<file path="src/rtl/csa_operand_feeder.sv">
// csa_operand_feeder
//
// Upstream stage for a 3-operand 4-bit carry-save adder. Collects 4-bit
// operands from a valid/ready stream into triples, drives them onto the
// adder inputs, captures the 6-bit adder result and presents it downstream
// over a second valid/ready handshake. Each captured result is also added
// into a running accumulator, which clears once the packet's last result
// is accepted.
//
// Ports
//   clk, rst                  rising-edge clock, synchronous active-high reset
//   in_data/in_valid/in_last  operand stream in; in_last marks end of packet
//   in_ready                  operand can be accepted this cycle
//   csa_x/csa_y/csa_z         operand slots driven to the adder
//   csa_sum/csa_cout          adder result {cout, sum[4:0]}
//   res_data/res_last         captured group result and end-of-packet flag
//   res_valid/res_ready       result handshake
//   acc_data                  running packet sum, including current res_data
//   acc_valid                 res_valid & res_last
//   acc_ovf                   sticky: packet sum exceeded 2^ACC_W-1
//
// State    | meaning
// ---------+---------------------------------------------------------------
// COLLECT  | accepting operands into slots x, y, z (in_ready=1)
// CAPTURE  | slots stable, adder settles, result and accumulator registered
// OUTPUT   | result presented, held until res_ready

module csa_operand_feeder #(
  parameter int ACC_W = 10
) (
  input  logic             clk,
  input  logic             rst,
  input  logic [3:0]       in_data,
  input  logic             in_valid,
  input  logic             in_last,
  output logic             in_ready,
  output logic [3:0]       csa_x,
  output logic [3:0]       csa_y,
  output logic [3:0]       csa_z,
  input  logic [4:0]       csa_sum,
  input  logic             csa_cout,
  output logic [5:0]       res_data,
  output logic             res_last,
  output logic             res_valid,
  input  logic             res_ready,
  output logic [ACC_W-1:0] acc_data,
  output logic             acc_valid,
  output logic             acc_ovf
);

  typedef enum logic [1:0] {
    COLLECT = 2'd0,
    CAPTURE = 2'd1,
    OUTPUT  = 2'd2
  } state_t;

  state_t     state;
  logic [1:0] cnt;
  logic       last_q;

  logic           accept;
  logic           closing;
  logic [5:0]     grp_res;
  logic [ACC_W:0] acc_sum;

  assign accept  = in_valid & in_ready;
  // A group closes on its third operand or on any operand flagged last.
  assign closing = accept & (in_last | (cnt == 2'd2));
  assign grp_res = {csa_cout, csa_sum};
  // One extra bit on top of the accumulator catches the wrap for acc_ovf.
  assign acc_sum = {1'b0, acc_data} + {{(ACC_W - 5){1'b0}}, grp_res};

  always_ff @(posedge clk) begin
    if (rst) begin
      state     <= COLLECT;
      cnt       <= 2'd0;
      last_q    <= 1'b0;
      in_ready  <= 1'b0;
      csa_x     <= 4'd0;
      csa_y     <= 4'd0;
      csa_z     <= 4'd0;
      res_data  <= 6'd0;
      res_last  <= 1'b0;
      res_valid <= 1'b0;
      acc_data  <= '0;
      acc_valid <= 1'b0;
      acc_ovf   <= 1'b0;
    end else begin
      case (state)
        COLLECT: begin
          // Also raises in_ready on the first cycle out of reset.
          in_ready <= ~closing;
          if (accept) begin
            case (cnt)
              2'd0:    csa_x <= in_data;
              2'd1:    csa_y <= in_data;
              default: csa_z <= in_data;
            endcase
            if (closing) begin
              last_q <= in_last;
              state  <= CAPTURE;
            end else begin
              cnt <= cnt + 2'd1;
            end
          end
        end

        CAPTURE: begin
          res_data  <= grp_res;
          res_last  <= last_q;
          res_valid <= 1'b1;
          acc_valid <= last_q;
          acc_data  <= acc_sum[ACC_W-1:0];
          if (acc_sum[ACC_W]) begin
            acc_ovf <= 1'b1;
          end
          state <= OUTPUT;
        end

        OUTPUT: begin
          if (res_ready) begin
            res_valid <= 1'b0;
            acc_valid <= 1'b0;
            res_last  <= 1'b0;
            csa_x     <= 4'd0;
            csa_y     <= 4'd0;
            csa_z     <= 4'd0;
            cnt       <= 2'd0;
            last_q    <= 1'b0;
            in_ready  <= 1'b1;
            state     <= COLLECT;
            // The packet is complete once its last result is taken.
            if (res_last) begin
              acc_data <= '0;
              acc_ovf  <= 1'b0;
            end
          end
        end

        default: begin
          state    <= COLLECT;
          cnt      <= 2'd0;
          in_ready <= 1'b0;
        end
      endcase
    end
  end

endmodule

</file>
<file path="config.mk">
export PLATFORM = sky130hd
export DESIGN_NAME = csa_operand_feeder
export DESIGN_NICKNAME = d
export VERILOG_FILES = /design/src/rtl/csa_operand_feeder.sv
export SDC_FILE = /design/constraint.sdc
export NUM_CORES = 1
export LEC_CHECK = 0
export CORE_MARGIN = 2
export CORE_UTILIZATION = 40
export CTS_CLUSTER_SIZE = 12
export DETAILED_ROUTE_END_ITERATION = 7
export HOLD_SLACK_MARGIN = 0.12
export PLACE_DENSITY = 0.68
export RECOVER_POWER = 50
export SETUP_SLACK_MARGIN = 0.5
export SYNTH_ARGS = -nofsm -noshare
export SYNTH_HDL_FRONTEND = slang
export SYNTH_SLANG_ARGS = --single-unit
</file>
<file path="constraint.sdc">
create_clock -name clk -period 2.27 [get_ports clk]
set_clock_uncertainty 0.2 [all_clocks]
set_input_delay 0.454 -clock clk [delete_from_list [all_inputs] [get_ports clk]]
set_output_delay 0.454 -clock clk [all_outputs]
set_load 0.005 [all_outputs]
</file>
* Yosys cells after proc, flatten, opt, wreduce, memory -nomap -nowiden *
Index checks and enable logic that the tools add are counted.

operators by class
  add/subtract/negate cells = 2
  equality and inequality tests = 13
  reduce and logical (&&, ||, !) cells = 15
  bitwise logic cells = 5
  muxes and demuxes = 32

operators with widths
  operator                                                          number
  4-bit two-way mux                                                 7
  4-bit case mux with 2 select lines                                3
  4-bit AND reduction                                               6
  10-bit two-way mux                                                2
  10-bit case mux with 2 select lines                               1
  2-bit != test (second input constant)                             7
  2-bit case mux with 3 select lines                                2
  10-bit by 6-bit adder with 11-bit output                          1
  2-bit two-way mux                                                 5
  1-bit case mux with 2 select lines                                4
  1-bit two-way mux                                                 7
  3-bit AND reduction                                               2
  2-bit by 1-bit == test with 1-bit output (second input constant)  2
  2-bit == test (second input constant)                             2
  2-bit logical NOT                                                 2
  2-bit by 1-bit != test with 1-bit output (second input constant)  2
  2-bit AND reduction                                               2
  2-bit nonzero test                                                2
  1-bit case mux with 3 select lines                                1
  2-bit by 1-bit adder with 2-bit output (second input constant)    1
  1-bit bitwise AND                                                 2
  1-bit NOT                                                         2
  2-bit OR reduction                                                1
  1-bit OR                                                          1

storage, ports and cells
  bits in registers = 37
  input port bits = 15
  logic and storage cells = 79

* Logic depth before layout (Yosys ltp) *
  word-level depth = 6
  mapped depth = 8

* Least setup slack after synthesis *
Ideal clock, no wire load.

  path kind = input port to flip-flop
  from = input port csa_sum[0]
  to = register acc_data[8]
  setup slack = 227 ps
  arrival = 1724 ps
  cell stages on the path = 8
  setup time = 120 ps
  cell sequence = ha_1 -> inv_1 -> fa_1 -> nor2b_1 -> o31ai_1 -> a211oi_2 -> xnor2_1 -> nor2_1

on the way
  longest elaborated chain between the ends = 2

RTL lines
  element                                   RTL line  source
  start, declared                           40        input logic [4:0] csa_sum,
  10-bit by 6-bit adder with 11-bit output  71        assign acc_sum = {1'b0, acc_data} + {{(ACC_W - 5){1'b0}}, grp_res};
  10-bit case mux with 2 select lines       89        case (state)
  end signal, assigned                      113       acc_data <= acc_sum[ACC_W-1:0];
  end, declared                             46        output logic [ACC_W-1:0] acc_data,

No other way between the ends.
A chain may end at the register's enable or synchronous reset.

* Final worst setup path *
  from = register acc_data[0]
  to = register acc_data[8]

on the way
  longest elaborated chain between the ends = 2

RTL lines
  element                                   RTL line
  10-bit by 6-bit adder with 11-bit output  71
  10-bit case mux with 2 select lines       89

No other way between the ends.

==> results.py <==
metrics = {
    "finish": {
        "layout_common_cells": "nor2_1 (32), dfxtp_1 (31), dlygate4sd2_1 (27), nand2_1 (24), buf_4 (22)",
        "fin_util_pct": 62.2,
        "final_common_cell": "nor2_1",
        "antenna_cells": 0,
        "nFillCells": 409,
        "areaGrowthSynthToFinish_pct": 50.1,
        "nets": 302,
        "final_layout_size_suffix_gt1_share_pct": 22.0,
    },
    "sta": {
        "finalSetupViolCount": 0,
        "setup_ws_ps": 361,
        "fmax_ghz": 0.524,
        "period_share_pct": 84.1,
        "slew_viol_final": 0,
        "fin_hold_ws_ps": 242,
        "relSlewSlack_pct": 53.0,
        "min_period_ps": 1910,
        "finalHoldViolCount": 0,
        "rsz0062_at_grt": "yes",
        "worst_pin_slew_ps": 703,
    },
    "grt": {
        "grt_pass1_wl_um": 6680,
        "grt_max_degree": 23,
        "grt_overflow": 0,
        "track_usage_pct": 16.3,
        "grt_antenna_before_repair": 0,
        "grt_pass1_vias": 1481,
    },
    "routing": {
        "wl_per_cell_um": 12.6,
        "drtIter0Drc": 53,
        "routed_wl_um": 4160,
        "viasPerCell": 5.05,
        "first_pass_iters": 5,
        "ant_nets": 0,
        "drc": 0,
        "dr_total_vias": 1660,
    },
    "critical_path": {
        "ff2ff_setup_slack_ps": 360,
        "critPathLaunchType": "register",
        "rr_endpoint": "acc_data[8]",
        "worst-r2r-cell-count": 8,
        "r2r-start": "acc_data[0]",
        "cp_max_fo": 4,
        "endpoint": "acc_data[8]",
        "cp.arrival_ps": 1880,
        "cp-startpoint": "acc_data[0]",
        "cp-end-kind": "register",
        "cp_data_required_time_ps": 2240,
        "path_class": "register to register",
    },
    "placed_design": {
        "gp_congestion": 0.745,
        "dp_slack_ps": -282,
        "place_hpwl_um": 2940,
        "io_buffers": 47,
    },
    "job": {
        "max_cap_violations": 0,
    },
    "floorplan": {
        "die_y_um": 70.9,
        "fp.dieW_um": 70.9,
        "start_util_pct": 41.4,
        "placeableCoreArea_mm2": 0.00432,
        "fp.dieArea_mm2": 0.00503,
        "pin_count": 48,
        "row_count": 24,
    },
    "pwr": {
        "p_leak_uw": 0.00126,
        "p_per_area_mw_per_mm2": 493,
        "peakVddDrop_mv": 0.418,
    },
    "logic_synthesis": {
        "synthMuxAreaShare_pct": 7.27,
        "synth-simple-area-share_pct": 21.7,
        "yosys_register_bits": 37,
        "synth_cell_types": 41,
        "syn_inst": 207,
        "synth_adder_area_share_pct": 7.41,
        "synth_top_family_by_area": "simple AND/OR/NAND/NOR gates",
        "synth_compound_area_share_pct": 16.0,
        "syn-num-nets": 232,
        "synth_seq_area_share_pct": 41.4,
        "yosys_warnings": 0,
        "synth_xor_area_share_pct": 2.45,
        "synth_area_mm2": 0.00179,
        "synth.avg_cell_area_um2": 8.65,
    },
    "clocking": {
        "h-tree-depth": 2,
        "numCtsBuffers": 5,
        "clock_latency_ps": 280,
        "cts.sinks": 37,
        "cts_tree": "built",
        "cts.clk_slew.worst_paths_ps": 70,
        "cts_root_buf": "clkbuf_8",
        "clockBufferDepth": 2,
    },
    "min_path": {
        "hp-class": "input pin to register",
    },
    "outcome": {
        "outcome": "complete, no violations",
    },
}
[routing by layer]
metal | routed length, µm | GRT usage (%) | up-vias
li1 | - | - | 852
met1 | 1900 | 21.9 | 773
met3 | 204 | 3.99 | 2
met2 | 2030 | 26.9 | 33
met5 | 0 | 0 | -
met4 | 17 | 3.14 | 0
[flip-flops by register name, indices dropped and copies added (netlist names)]
name / cells
csa_z: 4
in_ready: 1
state: 2
csa_x: 4
acc_valid: 1
acc_data: 10
last_q: 1
res_valid: 1
csa_y: 4
acc_ovf: 1
cnt: 2
res_data: 6
[through the flow]
| step | setup TNS [ps] | power, µW | area (µm²) | instances |
|---|---|---|---|---|
| after floorplan | 0 | 782 | 1830 | 207 |
| after CTS | 0 | 1340 | 2630 | 327 |
| after detailed placement | -1370 | 869 | 2440 | 314 |
| final | 0 | 1330 | 2690 | 329 |
| after global placement | -1250 | 868 | 2440 | 314 |
| after global routing | 0 | 1380 | 2690 | 329 |
[worst min path at each step]
stage	from	endpoint	slack (ps)	cells after the start
after floorplan	res_data[0]	res_data[0]	250	2
after global placement	res_data[4]	res_data[4]	240	2
after detailed placement	res_data[4]	res_data[4]	250	2
after CTS	csa_sum[0]	res_data[0]	240	3
after global routing	csa_sum[1]	res_data[1]	260	3
final	csa_sum[0]	res_data[0]	240	3
[critical path: stages (launching register included)]
cell and delay (ps):
dfxtp_1 380, ha_4 150, inv_2 30, fa_2 350, nor2b_4 150, o31ai_4 90, a211oi_2 240, xnor2_1 140
nor2_1 50
[layout make-up]
type | instances | area (µm²) | share of cell area, %
timing repair buffer | 71 | 636 | 23.6
multi-input combinational | 154 | 1110 | 41.4
tap | 52 | 65.1 | 2.42
clock buffer | 7 | 86.3 | 3.21
inverter | 8 | 30.0 | 1.12
sequential | 37 | 758 | 28.2
[cell usage after synthesis]
master | count | area [µm²]
a211oi_1 | 2 | 15.0
nand3b_1 | 2 | 15.0
nor4_1 | 3 | 18.8
nor2b_1 | 2 | 12.5
o21ai_1 | 1 | 5.00
a211o_1 | 2 | 17.5
a22oi_1 | 2 | 15.0
dfxtp_1 | 37 | 741
o32ai_1 | 1 | 8.76
clkbuf_1 | 3 | 11.3
nand2_1 | 24 | 90.1
o21a_1 | 1 | 7.51
xnor2_1 | 3 | 26.3
xor2_1 | 2 | 17.5
nand2b_1 | 3 | 18.8
o211ai_1 | 2 | 15.0
a32oi_1 | 1 | 8.76
and2_1 | 5 | 31.3
fa_1 | 1 | 20.0
o31ai_1 | 1 | 7.51
mux2i_1 | 13 | 130
a2111oi_0 | 2 | 17.5
a21oi_1 | 16 | 80.1
ha_1 | 9 | 113
nor2_1 | 33 | 124
buf_2 | 4 | 20.0
inv_1 | 7 | 26.3
a211oi_2 | 2 | 25.0
o21bai_1 | 1 | 7.51
o21a_2 | 2 | 17.5
a31oi_1 | 1 | 6.26
nand4_1 | 1 | 6.26
inv_2 | 1 | 3.75
o21ai_0 | 5 | 25.0
buf_4 | 1 | 7.51
nand3_1 | 3 | 15.0
nor2_2 | 1 | 6.26
or2_2 | 1 | 6.26
nand4b_4 | 1 | 23.8
nor3_1 | 4 | 20.0
a21o_1 | 1 | 7.51
[report_power, final]
group	internal [µW]	switching, µW	total, µW
Combinational	95.3	88.5	184
Clock	241	226	467
Sequential	662	12.8	675
Total	998	327	1330
[cell families (layout without fill, tap and decap cells)]
logic type | count (synthesis) | in the layout
and+or+nand+nor | 83 | 83
muxes | 13 | 13
adders and majority gates | 10 | 10
buffers and inverters | 16 | 86
DFF | 37 | 37
xor gates and xnor gates | 5 | 5
AOI/OAI and AO/OA | 43 | 43
[repair_timing]
| item | 4_1_cts | 5_1_grt |
|---|---|---|
| setup endpoints to repair | 53 | 26 |
| setup buffers | 6 | 2 |
| pin swaps | 9 | 8 |
| gates resized for setup | 59 | 24 |
| gates cloned | 0 | 0 |
| hold buffers | 0 | 0 |
Note: power is estimated with default switching activity, not from simulation.
